`src/rtl/uart_rx.sv`:
```
// UART receiver (8N1, LSB first) with RX FIFO, demo-system device bus and level IRQ.
// Define UART_RX_PARITY_EN to add an even-parity bit between data and stop.
module uart_rx #(
  parameter int ClockFrequency = 50_000_000,
  parameter int BaudRate       = 115_200,
  parameter int FifoDepth      = 8
) (
  input  logic        clk_i,
  input  logic        rst_ni,
  input  logic        device_req_i,
  input  logic [31:0] device_addr_i,
  input  logic        device_we_i,
  input  logic [3:0]  device_be_i,
  input  logic [31:0] device_wdata_i,
  output logic        device_rvalid_o,
  output logic [31:0] device_rdata_o,
  input  logic        uart_rx_i,
  output logic        irq_o
);

  localparam int ClocksPerBit = ClockFrequency / BaudRate;
  localparam int HalfBit      = ClocksPerBit / 2;
  localparam int CntW         = $clog2(ClocksPerBit + 1);
  localparam int PtrW         = $clog2(FifoDepth);
  localparam int CountW       = $clog2(FifoDepth + 1);
  localparam logic [CntW-1:0] HalfLast = CntW'(HalfBit - 1);
  localparam logic [CntW-1:0] BitLast  = CntW'(ClocksPerBit - 1);

  localparam logic [2:0] StIdle   = 3'd0;
  localparam logic [2:0] StStart  = 3'd1;
  localparam logic [2:0] StData   = 3'd2;
  localparam logic [2:0] StStop   = 3'd4;
`ifdef UART_RX_PARITY_EN
  localparam logic [2:0] StParity = 3'd3;
`endif

  logic            rxSync1_q, rxSync2_q, rxPrev_q;
  logic [2:0]      state_q, state_d;
  logic [CntW-1:0] cnt_q, cnt_d;
  logic [2:0]      idx_q, idx_d;
  logic [7:0]      shreg_q, shreg_d;
  logic [7:0]      fifoMem_q [FifoDepth];
  logic [PtrW-1:0] wrPtr_q, rdPtr_q;
  logic [CountW-1:0] count_q;
  logic            overrun_q, frameErr_q, parityErr;
  logic [1:0]      ctrl_q;
  logic            rvalid_q, irq_q, irq_d;
  logic [31:0]     rdata_q, rdata_d, readVal;
  logic            pushReq, frameSet, push, pop, notEmpty, full, isRead, isWrite;
  logic [1:0]      addrSel;
  logic [2:0]      clrMask;
  logic            unusedBits;

`ifdef UART_RX_PARITY_EN
  logic parityBad_q, parityBad_d, parityErr_q, paritySet;
  assign parityErr = parityErr_q;
`else
  assign parityErr = 1'b0;
`endif

  assign unusedBits = ^{device_addr_i[31:4], device_addr_i[1:0], device_be_i[3:1],
                        device_wdata_i[31:4]};

  assign addrSel  = device_addr_i[3:2];
  assign isRead   = device_req_i & ~device_we_i;
  assign isWrite  = device_req_i & device_we_i;
  assign notEmpty = (count_q != '0);
  assign full     = (count_q == CountW'(FifoDepth));
  assign pop      = isRead && (addrSel == 2'd0) && notEmpty;
  assign push     = pushReq & ~full;
  assign clrMask  = (isWrite && (addrSel == 2'd1) && device_be_i[0]) ? device_wdata_i[4:2] : 3'b000;

  // Receive FSM: the start bit is re-checked at its midpoint, later bits one bit-time apart.
  always_comb begin
    state_d  = state_q;
    cnt_d    = cnt_q;
    idx_d    = idx_q;
    shreg_d  = shreg_q;
    pushReq  = 1'b0;
    frameSet = 1'b0;
`ifdef UART_RX_PARITY_EN
    parityBad_d = parityBad_q;
    paritySet   = 1'b0;
`endif
    case (state_q)
      StIdle: begin
        if (rxPrev_q && !rxSync2_q) begin
          cnt_d   = '0;
          state_d = StStart;
        end
      end
      StStart: begin
        if (cnt_q == HalfLast) begin
          if (rxSync2_q) begin
            state_d = StIdle;
          end else begin
            cnt_d   = '0;
            idx_d   = 3'd0;
            state_d = StData;
`ifdef UART_RX_PARITY_EN
            parityBad_d = 1'b0;
`endif
          end
        end else begin
          cnt_d = cnt_q + CntW'(1);
        end
      end
      StData: begin
        if (cnt_q == BitLast) begin
          shreg_d = {rxSync2_q, shreg_q[7:1]};
          cnt_d   = '0;
          idx_d   = idx_q + 3'd1;
          if (idx_q == 3'd7) begin
`ifdef UART_RX_PARITY_EN
            state_d = StParity;
`else
            state_d = StStop;
`endif
          end
        end else begin
          cnt_d = cnt_q + CntW'(1);
        end
      end
`ifdef UART_RX_PARITY_EN
      StParity: begin
        if (cnt_q == BitLast) begin
          parityBad_d = ^{shreg_q, rxSync2_q};
          paritySet   = parityBad_d;
          cnt_d       = '0;
          state_d     = StStop;
        end else begin
          cnt_d = cnt_q + CntW'(1);
        end
      end
`endif
      StStop: begin
        if (cnt_q == BitLast) begin
          if (rxSync2_q) begin
            pushReq = 1'b1;
`ifdef UART_RX_PARITY_EN
            if (parityBad_q) pushReq = 1'b0;
`endif
          end else begin
            frameSet = 1'b1;
          end
          state_d = StIdle;
        end else begin
          cnt_d = cnt_q + CntW'(1);
        end
      end
      default: state_d = StIdle;
    endcase
  end

  always_comb begin
    readVal = 32'h0;
    case (addrSel)
      2'd0: readVal = notEmpty ? {24'h0, fifoMem_q[rdPtr_q]} : 32'h8000_0000;
      2'd1: readVal = {27'h0, parityErr, frameErr_q, overrun_q, full, notEmpty};
      2'd2: readVal = {30'h0, ctrl_q};
      default: readVal = 32'h0;
    endcase
    rdata_d = isRead ? readVal : 32'h0;
    irq_d   = (ctrl_q[0] & notEmpty) | (ctrl_q[1] & (overrun_q | frameErr_q | parityErr));
  end

  // Hardware-set sticky flags win over a same-cycle write-1-to-clear.
  always_ff @(posedge clk_i) begin
    if (!rst_ni) begin
      rxSync1_q  <= 1'b1;
      rxSync2_q  <= 1'b1;
      rxPrev_q   <= 1'b1;
      state_q    <= StIdle;
      cnt_q      <= '0;
      idx_q      <= 3'd0;
      shreg_q    <= 8'h0;
      wrPtr_q    <= '0;
      rdPtr_q    <= '0;
      count_q    <= '0;
      overrun_q  <= 1'b0;
      frameErr_q <= 1'b0;
      ctrl_q     <= 2'b00;
      rvalid_q   <= 1'b0;
      rdata_q    <= 32'h0;
      irq_q      <= 1'b0;
`ifdef UART_RX_PARITY_EN
      parityBad_q <= 1'b0;
      parityErr_q <= 1'b0;
`endif
    end else begin
      rxSync1_q  <= uart_rx_i;
      rxSync2_q  <= rxSync1_q;
      rxPrev_q   <= rxSync2_q;
      state_q    <= state_d;
      cnt_q      <= cnt_d;
      idx_q      <= idx_d;
      shreg_q    <= shreg_d;
      if (push) wrPtr_q <= wrPtr_q + PtrW'(1);
      if (pop)  rdPtr_q <= rdPtr_q + PtrW'(1);
      count_q    <= count_q + CountW'(push) - CountW'(pop);
      overrun_q  <= (overrun_q & ~clrMask[0]) | (pushReq & full);
      frameErr_q <= (frameErr_q & ~clrMask[1]) | frameSet;
      if (isWrite && (addrSel == 2'd2) && device_be_i[0]) ctrl_q <= device_wdata_i[1:0];
      rvalid_q   <= device_req_i;
      rdata_q    <= rdata_d;
      irq_q      <= irq_d;
`ifdef UART_RX_PARITY_EN
      parityBad_q <= parityBad_d;
      parityErr_q <= (parityErr_q & ~clrMask[2]) | paritySet;
`endif
    end
  end

  always_ff @(posedge clk_i) begin
    if (push) fifoMem_q[wrPtr_q] <= shreg_q;
  end

  assign device_rvalid_o = rvalid_q;
  assign device_rdata_o  = rdata_q;
  assign irq_o           = irq_q;

endmodule

```
`config.mk`:
```
export PLATFORM = sky130hd
export DESIGN_NAME = uart_rx
export DESIGN_NICKNAME = d
export VERILOG_FILES = /design/src/rtl/uart_rx.sv
export SDC_FILE = /design/constraint.sdc
export NUM_CORES = 1
export LEC_CHECK = 0
export ABC_AREA = 1
export CAP_MARGIN = 15
export CORE_AREA = 2 2 116 118
export CTS_CLUSTER_SIZE = 40
export DETAILED_ROUTE_END_ITERATION = 16
export DIE_AREA = 0 0 118 120
export PLACE_DENSITY_LB_ADDON = 0.2
export SLEW_MARGIN = 25
export SYNTH_ARGS = -nofsm -noshare
export SYNTH_HDL_FRONTEND = slang
export SYNTH_SLANG_ARGS = --single-unit
```
`constraint.sdc`:
```
create_clock -name clk_i -period 2.11 [get_ports clk_i]
set_input_delay 0.422 -clock clk_i [delete_from_list [all_inputs] [get_ports clk_i]]
set_output_delay 0.422 -clock clk_i [all_outputs]
set_load 0.01 [all_outputs]
```
==> impl_metrics.json <==
{
  "status": "completed",
  "synth-seq-area-share_pct": 58.0,
  "antenna_found_initial": 0,
  "fin_nets": 722,
  "row_count": 42,
  "routed_wl_um": 11100,
  "synthCells": 553,
  "synth-edff-count": 64,
  "maxCapViolations": 0,
  "synth_cell_types": 35,
  "hold_start": "rxSync1_q$_SDFF_PN1_",
  "yosys_register_bits": 118,
  "leakage_uw": 0.00257,
  "cp-end-kind": "flip-flop",
  "die_w_um": 118,
  "coreArea_um2": 13000,
  "grt_setup_unrepaired": "yes",
  "synth_top_area_share_pct": 37.1,
  "maxSlewViolCount": 0,
  "overflow": 0,
  "synth_commonest_cells": "nor2_1 (90), nand2_1 (79), edfxtp_1 (64), dfxtp_1 (54), o21ai_0 (53)",
  "avgRoutedWirePerCell_um": 13.5,
  "setup_viol": 0,
  "synth_area_um2": 5180,
  "skew_ns": 0.0216,
  "route.detailed.drc": 0,
  "yosys_warnings": 0,
  "power_density_nw_per_um2": 944,
  "fin_hold_ws_ns": 0.419,
  "crit-reg2reg-capture": "fifoMem_q[4][6]$_DFFE_PP_",
  "cts_sinks": 118,
  "ios": 107,
  "worstReg2RegStart": "cnt_q[1]$_SDFFE_PN0P_",
  "worst_slack_ns": 0.0298,
  "grt_use_total_pct": 16.5,
  "vias_per_cell": 4.71,
  "cts-root-buf": "clkbuf_16",
  "tritoncts": "built",
  "critical_path.top_delay_family": "simple AND/OR/NAND/NOR gates",
  "cts_buffer_depth": 2,
  "synth_most_common_cell": "nor2_1",
  "synthTopCellsByArea": "edfxtp_1 (37%), dfxtp_1 (21%), nor2_1 (6.5%)",
  "die_area_um2": 14200,
  "min_to": "rxSync2_q$_SDFF_PN1_",
  "htreeDepth": 4,
  "insertion_delay_ns": 0.42,
  "dp_hpwl_um": 7230,
  "cts_hold_buf": 0,
  "path_buf_inv": 3,
  "grt_first_pass_wirelength_um": 18100,
  "syn_to_final_growth_pct": 30.3,
  "cp.arrival_ns": 2.19,
  "worstRegToRegCells": 10,
  "cp_cell_sequence": "inv_2 > ha_4 > nand2_2 > nor2_4 > nand3_4 > buf_4 > nor3_4 > nand2_2 > nor3_2 > buf_6",
  "grt_pass1_vias": 3760,
  "num_antenna_cells": 0,
  "synth_flop_cell": "edfxtp_1",
  "crit_fanout": 8,
  "holdPathStages": 1,
  "yosys.area.top_type": "edfxtp_1",
  "ant_nets": 0,
  "fin_crit_sh_pct": 98.6,
  "cp-start-kind": "flip-flop",
  "r2r_slack_ns": 0.03,
  "cts_buffers": 17,
  "synthArstFlopShare_pct": 0,
  "path_clk_slew_ns": 0.05,
  "post-place-ws_ns": -0.436,
  "avgSynthCellArea_um2": 9.37,
  "grt_max_degree": 36,
  "io_buffers": 22,
  "cp.required_ns": 2.21,
  "cp_common_cell": "nand2_2",
  "path_class": "reg -> reg",
  "hold_viol": 0,
  "drtPass1Iterations": 4,
  "fmax_mhz": 481,
  "num_vias": 3882,
  "ir_worst_vdd_uv": 413,
  "gp_congestion": 0.804,
  "critPathMaxStageDelay_ns": 0.32,
  "hp-class": "reg -> reg",
  "crit_slowest_cell": "dfxtp_2",
  "die_height_um": 120,
  "first_iter_violations": 256,
  "fin_crit_ns": 2.08,
  "drive_gt1_share_pct": 21.6,
  "start_util_pct": 39.9
}
==> power breakdown <==
| part | switching (µW) | leakage [µW] | internal (µW) |
|---|---|---|---|
| Combinational | 370 | 0.00136 | 254 |
| Clock | 952 | 0.000337 | 2330 |
| Sequential | 25.7 | 0.000878 | 2440 |
==> flip-flops by register name, summed over array words and instances, names as in the netlist, 3 cells and up, named ones only <==
| register | flops |
|---|---|
| state_q | 3 |
| device_rdata_o | 9 |
| count_q | 4 |
| shreg_q | 8 |
| wrPtr_q | 3 |
| cnt_q | 9 |
| fifoMem_q | 64 |
| rdPtr_q | 3 |
| idx_q | 3 |
==> cell type report <==
class                   count  area, µm²
fillers                  1157       6230
repair buffers             80        683
flip-flops and latches    118       3010
inverters                  54        205
clock inverters             9        195
clock buffers              23        488
well taps                 176        220
multi-input cells         364       1950
==> metal layers <==
layer / wire length (µm) / track usage, % / share of wire [%]
met5: 0 / 0 / 0
met4: 111 / 6.93 / 1.0
met3: 426 / 4.56 / 3.8
met2: 5530 / 27.3 / 50
met1: 5020 / 20.4 / 45
==> kinds of logic (layout without fill, tap and decap cells) <==
group                    count (synthesis)  in the layout  synth area share [%]
other                                    1             23                0.0724
flip-flops                             118            118                  58.0
AND/OR/NAND/NOR                        221            221                  18.4
XOR/XNOR                                 5              5                 0.845
AO/OA/AOI/OAI                          101            101                  10.6
buffers and inverters                   93            166                  8.65
adder cells (fa/ha/maj)                 14             14                  3.53
==> what timing repair did <==
item / in CTS / in global routing
endpoints found under the setup margin: 2 / 39
setup buffers: 10 / 5
pin swaps: 2 / 11
resized for setup: 2 / 23
==> stage by stage <==
step	power [µW]	instance area (µm²)	utilization (%)	TNS, ns	instances
after floorplan	2900	5320	-	-0.0654	575
after global placement	3020	5850	45.0	-0.972	777
after detailed placement	3030	5850	45.0	-1.06	777
after CTS	6360	6620	51.0	0	819
after global routing	6630	6750	52.0	-1.32	824
final	6370	6750	52.0	0	824
==> worst max path at each step <==
stage                                     start  slack [ns]  depth (start not counted)                         to
after floorplan           cnt_q[1]$_SDFFE_PN0P_       -0.05                         13      count_q[1]$_SDFF_PN0_
after detailed placement       device_addr_i[2]       -0.44                         12      count_q[1]$_SDFF_PN0_
after global placement         device_addr_i[2]       -0.41                         12      count_q[1]$_SDFF_PN0_
final                     cnt_q[1]$_SDFFE_PN0P_        0.03                         10  fifoMem_q[4][6]$_DFFE_PP_
after global routing      cnt_q[1]$_SDFFE_PN0P_       -0.07                         10  fifoMem_q[4][6]$_DFFE_PP_
after CTS                 cnt_q[1]$_SDFFE_PN0P_        0.02                         13      count_q[1]$_SDFF_PN0_
==> worst reg2reg max path: stages, from the launching register on <==
cell and delay [ns]:
dfxtp_2 0.32, inv_2 0.07, ha_4 0.13, nand2_2 0.05, nor2_4 0.13, nand3_4 0.09, buf_4 0.19, nor3_4 0.24
nand2_2 0.15, nor3_2 0.19, buf_6 0.20
==> cell usage in the layout, fill, tap and decap left out, types with 2 or more instances in the layout <==
cell type,n
a22oi_1,2
nand4_1,4
nand3_4,3
a21oi_1,27
nand2_1,72
nor2_4,2
nand3_1,21
inv_2,12
inv_1,41
or2_2,2
bufinv_16,6
nand2_2,9
dfxtp_2,2
buf_4,53
nor2_1,88
nor3_2,8
conb_1,23
a31oi_1,3
buf_6,4
clkbuf_16,17
o21ai_1,4
nor2_2,5
ha_1,10
o211ai_1,8
nor3_1,3
clkdlybuf4s50_1,22
o21ai_0,53
edfxtp_1,64
clkinv_2,3
clkbuf_8,4
dfxtp_1,52
ha_4,3
xor2_1,5
clkbuf_1,2
No activity file was read; power rests on OpenSTA's default activity.
